===== config.mk =====
export PLATFORM = sky130hd
export DESIGN_NAME = lcd_bus_scheduler
export DESIGN_NICKNAME = d
export VERILOG_FILES = /design/src/rtl/lcd_pkg.sv /design/src/rtl/lcd_strobe_timer.sv /design/src/rtl/lcd_bus_scheduler.sv
export SDC_FILE = /design/constraint.sdc
export NUM_CORES = 1
export LEC_CHECK = 0
export CORE_UTILIZATION = 43
export CTS_BUF_LIST = sky130_fd_sc_hd__clkbuf_4
export CTS_CLUSTER_DIAMETER = 150
export DETAILED_ROUTE_END_ITERATION = 8
export PLACE_DENSITY = 0.66
export SLEW_MARGIN = 15
export SYNTH_ARGS = -nofsm -noshare
export SYNTH_HDL_FRONTEND = slang
export SYNTH_SLANG_ARGS = --single-unit
export TNS_END_PERCENT = 5

===== constraint.sdc =====
create_clock -name clk -period 1.95 [get_ports clk]
set_input_delay 0.195 -clock clk [delete_from_list [all_inputs] [get_ports clk]]
set_output_delay 0.195 -clock clk [all_outputs]
set_load 0.005 [all_outputs]

===== src/rtl/lcd_pkg.sv =====
// Shared constants, state encoding and helpers for the HD44780-style LCD bus scheduler.
package lcd_pkg;

  localparam logic [7:0] CMD_FUNC_8B2L = 8'h38;
  localparam logic [7:0] CMD_DISP_ON   = 8'h0C;
  localparam logic [7:0] CMD_CLEAR     = 8'h01;
  localparam logic [7:0] CMD_ENTRY_INC = 8'h06;
  localparam logic [7:0] CMD_LINE0     = 8'h80;
  localparam logic [7:0] CMD_LINE1     = 8'hC0;

  localparam int unsigned INIT_LEN = 4;
  localparam int unsigned INIT_W   = 2;

  typedef enum logic [2:0] {
    ST_PWRUP,
    ST_INIT,
    ST_SETUP,
    ST_PULSE,
    ST_WAIT,
    ST_IDLE,
    ST_WRAP
  } lcd_state_t;

  // Byte presented on the LCD pins together with its register select.
  typedef struct packed {
    logic       rs;
    logic [7:0] din;
  } lcd_bus_t;

  function automatic logic [7:0] init_byte(input logic [INIT_W-1:0] idx);
    case (idx)
      2'd0:    return CMD_FUNC_8B2L;
      2'd1:    return CMD_DISP_ON;
      2'd2:    return CMD_CLEAR;
      default: return CMD_ENTRY_INC;
    endcase
  endfunction

  // Clear and home need the long post-strobe wait.
  function automatic logic is_long_cmd(input logic [7:0] d);
    return (d == 8'h01) || (d == 8'h02) || (d == 8'h03);
  endfunction

  function automatic int unsigned umax(input int unsigned a, input int unsigned b);
    return (a > b) ? a : b;
  endfunction

endpackage


===== src/rtl/lcd_strobe_timer.sv =====
// Loadable down-counter shared by every timed phase; done pulses one cycle after reaching 0,
// so loading K-2 yields a phase exactly K cycles long (K >= 2).
module lcd_strobe_timer #(
  parameter int unsigned     CNT_W   = 20,
  parameter logic [CNT_W-1:0] RST_VAL = '0
) (
  input  logic             clk,
  input  logic             rst,
  input  logic             load_i,
  input  logic [CNT_W-1:0] val_i,
  output logic             done_o
);

  logic [CNT_W-1:0] cnt_q;
  logic             run_q;
  logic             done_q;

  // Reset starts the power-up interval immediately.
  always_ff @(posedge clk or posedge rst) begin
    if (rst) begin
      cnt_q  <= RST_VAL;
      run_q  <= 1'b1;
      done_q <= 1'b0;
    end else if (load_i) begin
      cnt_q  <= val_i;
      run_q  <= 1'b1;
      done_q <= 1'b0;
    end else if (run_q) begin
      done_q <= (cnt_q == '0);
      if (cnt_q == '0) begin
        run_q <= 1'b0;
      end else begin
        cnt_q <= cnt_q - CNT_W'(1);
      end
    end else begin
      done_q <= 1'b0;
    end
  end

  assign done_o = done_q;

endmodule


===== src/rtl/lcd_bus_scheduler.sv =====
// Power-on init, command/character arbitration, EN strobe timing and cursor wrap
// for an 8-bit HD44780-style character LCD.
module lcd_bus_scheduler
  import lcd_pkg::*;
#(
  parameter int unsigned SETUP_CYC = 2,
  parameter int unsigned EN_CYC    = 25,
  parameter int unsigned WAIT_CYC  = 2500,
  parameter int unsigned LONG_CYC  = 100000,
  parameter int unsigned PWRUP_CYC = 1000000,
  parameter int unsigned COLS      = 16
) (
  input  logic       clk,
  input  logic       rst,
  input  logic       cmd_valid,
  input  logic [7:0] cmd_data,
  output logic       cmd_ready,
  input  logic       chr_valid,
  input  logic [7:0] chr_data,
  output logic       chr_ready,
  output logic       init_done,
  output logic       busy,
  output logic [7:0] lcd_din,
  output logic       lcd_rs,
  output logic       lcd_rw,
  output logic       lcd_en
);

  localparam int unsigned MAX_CYC = umax(umax(umax(PWRUP_CYC, LONG_CYC), umax(WAIT_CYC, EN_CYC)),
                                         SETUP_CYC);
  localparam int unsigned CNT_W   = $clog2(MAX_CYC + 1);
  localparam int unsigned COL_W   = 6;

  localparam logic [CNT_W-1:0] SETUP_LD = CNT_W'(SETUP_CYC - 2);
  localparam logic [CNT_W-1:0] EN_LD    = CNT_W'(EN_CYC - 2);
  localparam logic [CNT_W-1:0] WAIT_LD  = CNT_W'(WAIT_CYC - 2);
  localparam logic [CNT_W-1:0] LONG_LD  = CNT_W'(LONG_CYC - 2);
  localparam logic [CNT_W-1:0] PWRUP_LD = CNT_W'(PWRUP_CYC - 2);
  localparam logic [COL_W-1:0] COLS_V   = COL_W'(COLS);

  lcd_state_t        state_q;
  lcd_bus_t          bus_q;
  logic              en_q;
  logic              rdy_q;
  logic              init_done_q;
  logic              busy_q;
  logic [COL_W-1:0]  col_q;
  logic              line_q;
  logic              wrap_q;
  logic              long_q;
  logic [INIT_W-1:0] idx_q;

  logic              acc_cmd_c;
  logic              acc_chr_c;
  logic              tmr_load_c;
  logic [CNT_W-1:0]  tmr_val_c;
  logic              tmr_done;

  lcd_strobe_timer #(
    .CNT_W  (CNT_W),
    .RST_VAL(PWRUP_LD)
  ) u_timer (
    .clk   (clk),
    .rst   (rst),
    .load_i(tmr_load_c),
    .val_i (tmr_val_c),
    .done_o(tmr_done)
  );

  // Handshakes and timer reloads on every phase boundary.
  always_comb begin
    acc_cmd_c  = rdy_q & cmd_valid;
    acc_chr_c  = rdy_q & ~cmd_valid & chr_valid;
    tmr_load_c = 1'b0;
    tmr_val_c  = SETUP_LD;
    case (state_q)
      ST_INIT, ST_WRAP: tmr_load_c = 1'b1;
      ST_IDLE:          tmr_load_c = acc_cmd_c | acc_chr_c;
      ST_SETUP: begin
        tmr_load_c = tmr_done;
        tmr_val_c  = EN_LD;
      end
      ST_PULSE: begin
        tmr_load_c = tmr_done;
        tmr_val_c  = long_q ? LONG_LD : WAIT_LD;
      end
      default: ;
    endcase
  end

  always_ff @(posedge clk or posedge rst) begin
    if (rst) begin
      state_q     <= ST_PWRUP;
      bus_q       <= '0;
      en_q        <= 1'b0;
      rdy_q       <= 1'b0;
      init_done_q <= 1'b0;
      busy_q      <= 1'b1;
      col_q       <= '0;
      line_q      <= 1'b0;
      wrap_q      <= 1'b0;
      long_q      <= 1'b0;
      idx_q       <= '0;
    end else begin
      case (state_q)
        ST_PWRUP: if (tmr_done) state_q <= ST_INIT;
        ST_INIT: begin
          bus_q   <= '{rs: 1'b0, din: init_byte(idx_q)};
          long_q  <= is_long_cmd(init_byte(idx_q));
          state_q <= ST_SETUP;
        end
        ST_IDLE: begin
          if (wrap_q) begin
            state_q <= ST_WRAP;
            busy_q  <= 1'b1;
          end else if (acc_cmd_c) begin
            bus_q   <= '{rs: 1'b0, din: cmd_data};
            long_q  <= is_long_cmd(cmd_data);
            state_q <= ST_SETUP;
            rdy_q   <= 1'b0;
            busy_q  <= 1'b1;
            if (is_long_cmd(cmd_data)) begin
              col_q  <= '0;
              line_q <= 1'b0;
            end else if (cmd_data[7]) begin
              line_q <= cmd_data[6];
              col_q  <= cmd_data[5:0];
              wrap_q <= (cmd_data[5:0] >= COLS_V);
            end
          end else if (acc_chr_c) begin
            bus_q   <= '{rs: 1'b1, din: chr_data};
            long_q  <= 1'b0;
            state_q <= ST_SETUP;
            rdy_q   <= 1'b0;
            busy_q  <= 1'b1;
            col_q   <= col_q + COL_W'(1);
            wrap_q  <= ((col_q + COL_W'(1)) == COLS_V);
          end
        end
        // Move the DDRAM address to the start of the other line.
        ST_WRAP: begin
          bus_q   <= '{rs: 1'b0, din: (line_q ? CMD_LINE0 : CMD_LINE1)};
          long_q  <= 1'b0;
          line_q  <= ~line_q;
          col_q   <= '0;
          wrap_q  <= 1'b0;
          state_q <= ST_SETUP;
        end
        ST_SETUP: begin
          if (tmr_done) begin
            state_q <= ST_PULSE;
            en_q    <= 1'b1;
          end
        end
        ST_PULSE: begin
          if (tmr_done) begin
            state_q <= ST_WAIT;
            en_q    <= 1'b0;
          end
        end
        ST_WAIT: begin
          if (tmr_done) begin
            if (!init_done_q) begin
              if (idx_q == INIT_W'(INIT_LEN - 1)) begin
                init_done_q <= 1'b1;
                col_q       <= '0;
                line_q      <= 1'b0;
                wrap_q      <= 1'b0;
                state_q     <= ST_IDLE;
                rdy_q       <= 1'b1;
                busy_q      <= 1'b0;
              end else begin
                idx_q   <= idx_q + INIT_W'(1);
                state_q <= ST_INIT;
              end
            end else begin
              state_q <= ST_IDLE;
              rdy_q   <= ~wrap_q;
              busy_q  <= 1'b0;
            end
          end
        end
        default: state_q <= ST_PWRUP;
      endcase
    end
  end

  assign lcd_din   = bus_q.din;
  assign lcd_rs    = bus_q.rs;
  assign lcd_rw    = 1'b0;
  assign lcd_en    = en_q;
  assign cmd_ready = rdy_q;
  assign chr_ready = rdy_q & ~cmd_valid;
  assign init_done = init_done_q;
  assign busy      = busy_q;

endmodule


Yosys cells after proc, flatten, opt, wreduce, memory -nomap -nowiden:

Cells that the tools add are included.

* register bits: 49
* input port bits: 20
* logic and storage cells: 155
* output and inout bits: 15

* equal/unequal tests: 30
* mux-type cells: 72
* bitwise logic cells: 9
* $lt $le $gt $ge: 1
* add/subtract/negate cells: 3
* reduce and logical (&&, ||, !) cells: 25

Operators with widths (number)
* 20-bit two-way mux: 3
* 6-bit two-way mux: 8
* 6-bit one-hot mux with 3 select lines: 2
* 1-bit two-way mux: 34
* 17-bit one-hot mux with 2 select lines: 1
* 8-bit by 2-bit == test with 1-bit output, second input constant: 4
* 3-bit two-way mux: 9
* 9-bit two-way mux: 3
* 9-bit one-hot mux with 3 select lines: 1
* 20-bit zero test: 1
* 20-bit by 1-bit subtractor with 20-bit output, second input constant: 1
* 3-bit one-hot mux with 6 select lines: 1
* 17-bit two-way mux: 1
* 8-bit by 1-bit == test with 1-bit output, second input constant: 2
* 7-bit AND reduction: 2
* 1-bit one-hot mux with 3 select lines: 4
* 4-bit AND reduction: 3
* 2-bit != test, second input constant: 5
* 5-bit AND reduction: 2
* 3-bit == test, second input constant: 3
* 3-bit != test, second input constant: 3
* 8-bit two-way mux: 1
* 2-bit by 1-bit != test with 1-bit output, second input constant: 4
* 4-bit != test, second input constant: 2
* 21 further kinds: 40

Logic depth before layout (Yosys ltp):

Gate-level depths: netlist (run 1).

* depth in word-level cells: 7
* depth in mapped cells: 8
* depth with buffers taken out: 7

Cells and area by module:

Synthesis (run 1) repeated with hierarchy kept, for this count alone.

* cells, all modules: 356
* area total of the unflattened synthesis: 3163.0 um2

By module, submodules not included
* lcd_bus_scheduler: cells each 208, area each 1774.2 um2, times used 1, seq. area each 676.9 um2
* lcd_strobe_timer: cells each 148, area each 1388.8 um2, times used 1, seq. area each 565.5 um2

Worst setup path after synthesis (run 1):

OpenSTA, ideal clock, no wires.

* path type: register to register
* start: reg u_timer.cnt_q[0]
* end: reg u_timer.cnt_q[14]
* arrival time: 1794 ps
* required time: 1877 ps
* slack: 83 ps
* stages on the path, launching flop included: 7
* library setup time: 73 ps
* path buffers: 0
* period minus slack after synthesis: 1867 ps
* path through: dfrtp_1 -> inv_1 -> ha_1 -> nor4b_1 -> o211ai_1 -> or3_1 -> a21oi_1

* word-level cells in the longest chain between the ends: 4
* elaborated cells on any way between the ends: 7
* classes of those cells: add/sub (1); eq/ne (1); mux (3); reduce/logical (2)

RTL lines
* from (decl): RTL line lcd_strobe_timer.sv:14 `logic [CNT_W-1:0] cnt_q;`
* from (signal assigned): RTL line lcd_strobe_timer.sv:25 `cnt_q <= val_i;`
* from (signal assigned): RTL line lcd_strobe_timer.sv:33 `cnt_q <= cnt_q - CNT_W'(1);`
* 20-bit by 1-bit subtractor with 20-bit output: RTL line lcd_strobe_timer.sv:33
* 20-bit two-way mux: RTL line lcd_strobe_timer.sv:30 `if (cnt_q == '0) begin`
* 20-bit two-way mux: RTL line lcd_strobe_timer.sv:28 `end else if (run_q) begin`
* 20-bit two-way mux: RTL line lcd_strobe_timer.sv:24 `end else if (load_i) begin`

Parallel ways exist; a longest one is shown, timed or not. The select of a mux whose other input is x is not followed.
A chain may end at the register's enable or synchronous reset.

Worst setup path after layout (run 1):

* start: reg u_timer.cnt_q[0]
* end: reg u_timer.cnt_q[8]

Same word-level chain as after synthesis.

==> flow_metrics.py, run 1 <==
metrics = {
    "drt": {
        "drt_iter0_markers": 162,
        "via_count": 3130,
        "drc": 0,
        "antenna_left": 0,
        "wl_per_cell_microns": 16.0,
        "finalWirelength_mm": 8.63,
        "vias_per_cell": 5.81,
        "firstDrtPassIters": 5,
    },
    "sta": {
        "hold_viol_final": 0,
        "setup_viol": 0,
        "finalCriticalPeriod_ps": 1890,
        "layout_setup_ws_ps": 56.9,
        "setup-tns-final_ps": 0,
        "max_freq_ghz": 0.528,
        "slew_headroom_pct": 65.2,
        "drv_slew": 0,
        "holdWs_ps": 153,
        "worst_slew_pin_slew_ps": 518,
        "skew_ps": 16.7,
        "period_share_pct": 97.1,
    },
    "finish": {
        "final_cell_area_sq_um": 4060,
        "multiInputGateArea_sq_um": 1870,
        "nets": 468,
        "most-common-layout-cells": "buf_4 (42), a21oi_1 (39), nor2_1 (37)",
        "syn_to_final_growth_pct": 25.4,
        "drive_gt1_share_pct": 20.9,
        "fin_util_pct": 56.0,
        "final_common_cell": "buf_4",
        "diodes": 0,
        "instances_no_fill": 539,
        "seq_area_sq_um": 1250,
        "fillers": 653,
    },
    "cts": {
        "cts_root_buf": "clkbuf_4",
        "clockBufferDepth": 2,
        "cts_inserted_buffers": 5,
        "path_clk_slew_ps": 150,
        "insertion_delay_ps": 370,
        "cts_hold_buf": 0,
        "cts-htree-levels": 2,
        "tritoncts": "done",
        "clock_sinks": 49,
    },
    "global_route": {
        "grt_pass1_wl_mm": 14.0,
        "grt_overflow": 0,
        "grt_antenna_before_repair": 0,
        "grt_max_degree": 50,
        "grt_pass1_vias": 3012,
        "gr-usage-all-layers_pct": 23.3,
    },
    "place": {
        "dp_cells": 531,
        "gp_congestion": 0.885,
        "dp_slack_ps": -122,
        "port_buffers": 33,
        "dp_hpwl_mm": 6.59,
        "dpl_cell_area_sq_um": 3950,
    },
    "setup_path": {
        "rrSetupSlack_ps": 60,
        "reg2reg_to": "u_timer.cnt_q[8]",
        "cp_max_fo": 4,
        "cp-start-kind": "flop",
        "crit_path_end_kind": "flop",
        "arrival_ps": 2210,
        "reg2reg_from": "u_timer.cnt_q[0]",
        "cp.required_ps": 2270,
        "path_class": "reg -> reg",
        "rr_worst_depth": 7,
    },
    "synth": {
        "syn-instance-count": 373,
        "synth_top_area_share_pct": 27.8,
        "postSynthAreaPerCell_sq_um": 8.69,
        "yosysWarnings": 0,
        "synthTopCellsByArea": "dfrtp_1 (28%), dfstp_2 (11%), a21oi_1 (6.0%)",
        "yosys.area.top_type": "dfrtp_1",
        "synth_seq_cells": 49,
        "ys_seq_area_share_pct": 38.3,
        "yosys_most_used_dff": "dfrtp_1",
        "async_flop_share_pct": 100,
        "synth.net_count": 402,
        "synth_area_sq_um": 3240,
        "synth.distinct_cells": 68,
        "synth_edf_count": 0,
    },
    "floorplan": {
        "num_rows": 31,
        "io_pins": 35,
        "initial_core_util_pct": 44.7,
        "core_sq_um": 7250,
        "die_h_microns": 88.8,
        "fp.dieW_microns": 88.8,
        "fp.dieArea_sq_um": 7890,
    },
    "power": {
        "fin_total_pwr_mw": 1.73,
        "power-per-cell-area_nw_per_um2": 426,
        "p_leak_nw": 1.77,
        "vdd_drop_max_mv": 0.260,
    },
    "run": {
        "max_cap_viol_count": 0,
    },
    "status": {
        "status": "complete, no violations",
    },
    "hold_path": {
        "hold_class": "in -> async",
    },
}
==> how the worst max path moves through the flow <==
stage | slack (ps) | to | startpoint
2_1_floorplan | 80 | u_timer.cnt_q[14] | u_timer.cnt_q[0]
3_3_place_gp | -70 | line_q | cmd_data[3]
3_5_place_dp | -120 | col_q[2] | cmd_data[3]
4_1_cts | 20 | u_timer.cnt_q[10] | u_timer.cnt_q[0]
5_1_grt | -1 | u_timer.cnt_q[18] | u_timer.cnt_q[1]
6_report | 60 | u_timer.cnt_q[8] | u_timer.cnt_q[0]
==> state kept, by name (all words and copies together) (netlist names) <==
signal	cells
busy	1
cmd_ready	1
col_q	6
idx_q	2
init_done	1
lcd_din	8
lcd_en	1
lcd_rs	1
line_q	1
long_q	1
state_q	3
u_timer.cnt_q	20
u_timer.done_o	1
u_timer.run_q	1
wrap_q	1
==> layer usage <==
layer,track usage [%],part of all wire [%],vias up
met5,0,0,-
met4,8.94,2.6,0
met3,4.20,5.4,24
met2,40.5,50,115
met1,28.8,42,1498
li1,-,-,1493
==> power breakdown <==
group / switching (mW) / total (mW) / leakage, nW / internal [mW]
Sequential: 0.00177 / 1.02 / 0.564 / 1.02
Clock: 0.329 / 0.611 / 0.0433 / 0.281
Combinational: 0.0434 / 0.0981 / 1.17 / 0.0547
==> worst max-delay path, cell delays in order (launching register included) <==
cell and delay (ps):
dfrtp_1 460, inv_1 100, ha_1 160, nor4b_2 220, nand4b_2 210, o21a_1 300, a31oi_1 230, o22a_1 160
==> cell type report <==
cell class / instances / share of cell area [%]
multi-input combinational: 287 / 46.1
sequential: 49 / 30.7
timing repair buffer: 76 / 16.4
tap: 99 / 3.05
inverter: 20 / 1.85
clock buffer: 6 / 1.11
clock inverter: 2 / 0.831
==> kinds of logic after synthesis <==
kind of cell | share of synthesized area [%]
other | 0.116
DFF | 38.3
AOI/OAI and AO/OA | 24.3
and+or+nand+nor | 24.2
xor gates and xnor gates | 0.811
adders and majority gates | 3.47
buffers and inverters | 4.94
muxes | 3.86
==> timing repair <==
item / 4_1_cts / 5_1_grt
pin swaps: 0 / 0
buffers inserted: 0 / 0
setup endpoints to repair: 1 / 20
gates resized for setup: 1 / 7
==> cell usage after synthesis, types with 2 or more instances <==
cell      instances
nand2_1          32
o22ai_1           3
a21oi_1          39
a211oi_1          4
o211a_1           2
a22oi_1           2
a21boi_0          3
or3_1             4
o211ai_1          3
clkbuf_1          7
nand3b_1          3
or4_1             3
dfrtp_1          36
nor4b_1           3
dfstp_2          13
nor2b_1           4
o21ai_1           5
or2_2             2
a31oi_1           6
o221ai_2          2
and2_1            4
o21ai_0          24
inv_1            20
nand2b_1          3
xnor2_1           3
and3_1            5
mux2_2            4
ha_1              9
buf_2             7
o21a_1            6
o31ai_1           3
nor3_1            7
nand3_1          14
mux2i_1           8
o22a_1            7
nor2_1           37
nor4_1            5
No activity file was read; power rests on OpenSTA's default activity.
==> run 2: changes to the inputs <==
Clock period 1.95 ns to 1.6 ns, I/O delays scaled along.
==> run 2 against run 1 <==
Net effect: the flow now finishes with violations (negative setup slack); non-clock buffer count grew 78; setup slack got worse by 300 ps; die area unchanged; clock power up 3.9%; routed wire length rose by 20%.
==> flow_metrics.py, run 2 (synthesized netlist as in run 1, its figures left out) <==
metrics = {
    "status": {
        "status": "complete, but fails checks",
        "violations": "negative setup slack",
    },
    "finish": {
        "fin_util_pct": 67.8,
        "diodes": 0,
        "final_common_cell": "buf_4",
        "nets": 546,
        "largest_reg_flops": 20,
        "regMostFlops": "u_timer.cnt_q",
        "syn_to_final_growth_pct": 51.7,
        "fillers": 575,
        "final_cell_area_sq_um": 4920,
        "most-common-layout-cells": "buf_4 (108), a21oi_1 (37), dfrtp_1 (34)",
        "drive_gt1_share_pct": 40.0,
    },
    "global_route": {
        "grt_antenna_before_repair": 0,
        "grt_pass1_vias": 3287,
        "gr-usage-all-layers_pct": 26.7,
        "grt_max_degree": 50,
        "grt_pass1_wl_mm": 16.0,
        "grt_overflow": 0,
    },
    "cts": {
        "cts_root_buf": "clkbuf_4",
        "cts_hold_buf": 0,
        "tritoncts": "done",
        "cts-htree-levels": 2,
        "insertion_delay_ps": 390,
        "clockBufferDepth": 2,
        "clock_sinks": 49,
        "path_clk_slew_ps": 160,
        "cts_inserted_buffers": 5,
    },
    "drt": {
        "firstDrtPassIters": 5,
        "finalWirelength_mm": 10.4,
        "antenna_left": 0,
        "drt_iter0_markers": 273,
        "via_count": 3456,
        "vias_per_cell": 5.60,
        "drc": 0,
        "wl_per_cell_microns": 16.8,
    },
    "sta": {
        "finalCriticalPeriod_ps": 1850,
        "layout_setup_ws_ps": -246,
        "setup_viol": 31,
        "drv_slew": 0,
        "skew_ps": 19.5,
        "max_freq_ghz": 0.542,
        "holdWs_ps": 94.7,
        "period_share_pct": 115,
        "hold_viol_final": 0,
        "rsz0062_at_grt": "true",
    },
    "power": {
        "fin_total_pwr_mw": 2.01,
        "p_leak_nw": 2.20,
        "switching_power_mw": 0.503,
        "power.internal_mw": 1.51,
        "vdd_drop_max_mv": 0.355,
        "power-per-cell-area_nw_per_um2": 409,
        "switching_share_pct": 25.0,
        "seq_power_share_pct": 62.0,
        "pwr-share-comb_pct": 6.5,
        "clockPowerShare_pct": 31.6,
    },
    "place": {
        "dp_hpwl_mm": 7.64,
        "gp_congestion": 0.931,
        "dpl_cell_area_sq_um": 4500,
        "dp_slack_ps": -449,
        "port_buffers": 33,
    },
    "floorplan": {
        "fp.dieW_microns": 88.8,
        "num_rows": 31,
        "fp.dieArea_sq_um": 7890,
        "core_sq_um": 7250,
        "io_pins": 35,
        "die_h_microns": 88.8,
        "initial_core_util_pct": 44.7,
    },
    "setup_path": {
        "arrival_ps": 2130,
        "cp_max_fo": 5,
        "crit_path_end_kind": "flop",
        "cp.required_ps": 1890,
        "path_class": "reg -> reg",
        "cp-start-kind": "flop",
    },
    "run": {
        "max_cap_viol_count": 0,
    },
    "hold_path": {
        "hold_class": "in -> async",
    },
}
[run 2: worst paths after layout]
| kind | from | endpoint | slack, ps | depth (start not counted) |
|---|---|---|---|---|
| min | rst | lcd_din[3] | 90 | 3 |
| max | u_timer.cnt_q[19] | u_timer.cnt_q[0] | -250 | 6 |
| max reg2reg | u_timer.cnt_q[19] | u_timer.cnt_q[0] | -250 | 6 |
| min reg2reg | busy | busy | 490 | 2 |
| min in group clk | busy | busy | 490 | 2 |
| max in group asynchronous | rst | u_timer.cnt_q[9] | 1200 | 3 |
[run 2: layout make-up]
class	count	area, sq um	area share, %
Clock inverter	2	15.0	0.305
Sequential cell	49	1240	25.3
Multi-Input combinational cell	287	2120	43.0
Inverter	20	77.6	1.58
Tap cell	99	124	2.52
Clock buffer	6	45.0	0.916
Timing Repair Buffer	154	1290	26.3
[run 2: what timing repair did]
item / in CTS / in global routing
pin swaps: 24 / 12
resized for setup: 40 / 34
setup buffers: 1 / 5
cloned: 1 / 0
setup endpoints to repair: 44 / 43
[run 2: worst max-delay path, stage by stage, from the launching register on]
cell and delay, ps:
dfstp_2 410, or4_4 550, o21ai_4 170, o221ai_4 150, buf_6 160, buf_6 110, o22a_1 180
[run 2: stage by stage]
step,setup TNS (ps),std cells
after floorplan,-970,373
after CTS,-3330,612
after detailed placement,-10020,602
after global routing,-7020,617
after global placement,-8790,602
final,-3820,617
[run 2: power groups by stage]
| stage | Combinational (mW) | Sequential (mW) | Clock, mW |
|---|---|---|---|
| after floorplan | 0.0346 | 1.27 | 0 |
| after global placement | 0.129 | 1.27 | 0 |
| after detailed placement | 0.131 | 1.27 | 0 |
| after CTS | 0.132 | 1.25 | 0.641 |
| after global routing | 0.142 | 1.25 | 0.688 |
| final | 0.130 | 1.25 | 0.635 |
[run 2: per-layer routing]
metal  global-route usage (%)  part of all wire [%]
met5                        0                     0
met4                     6.74                   1.1
met3                     3.82                   7.0
met2                     43.1                    47
met1                     37.5                    45
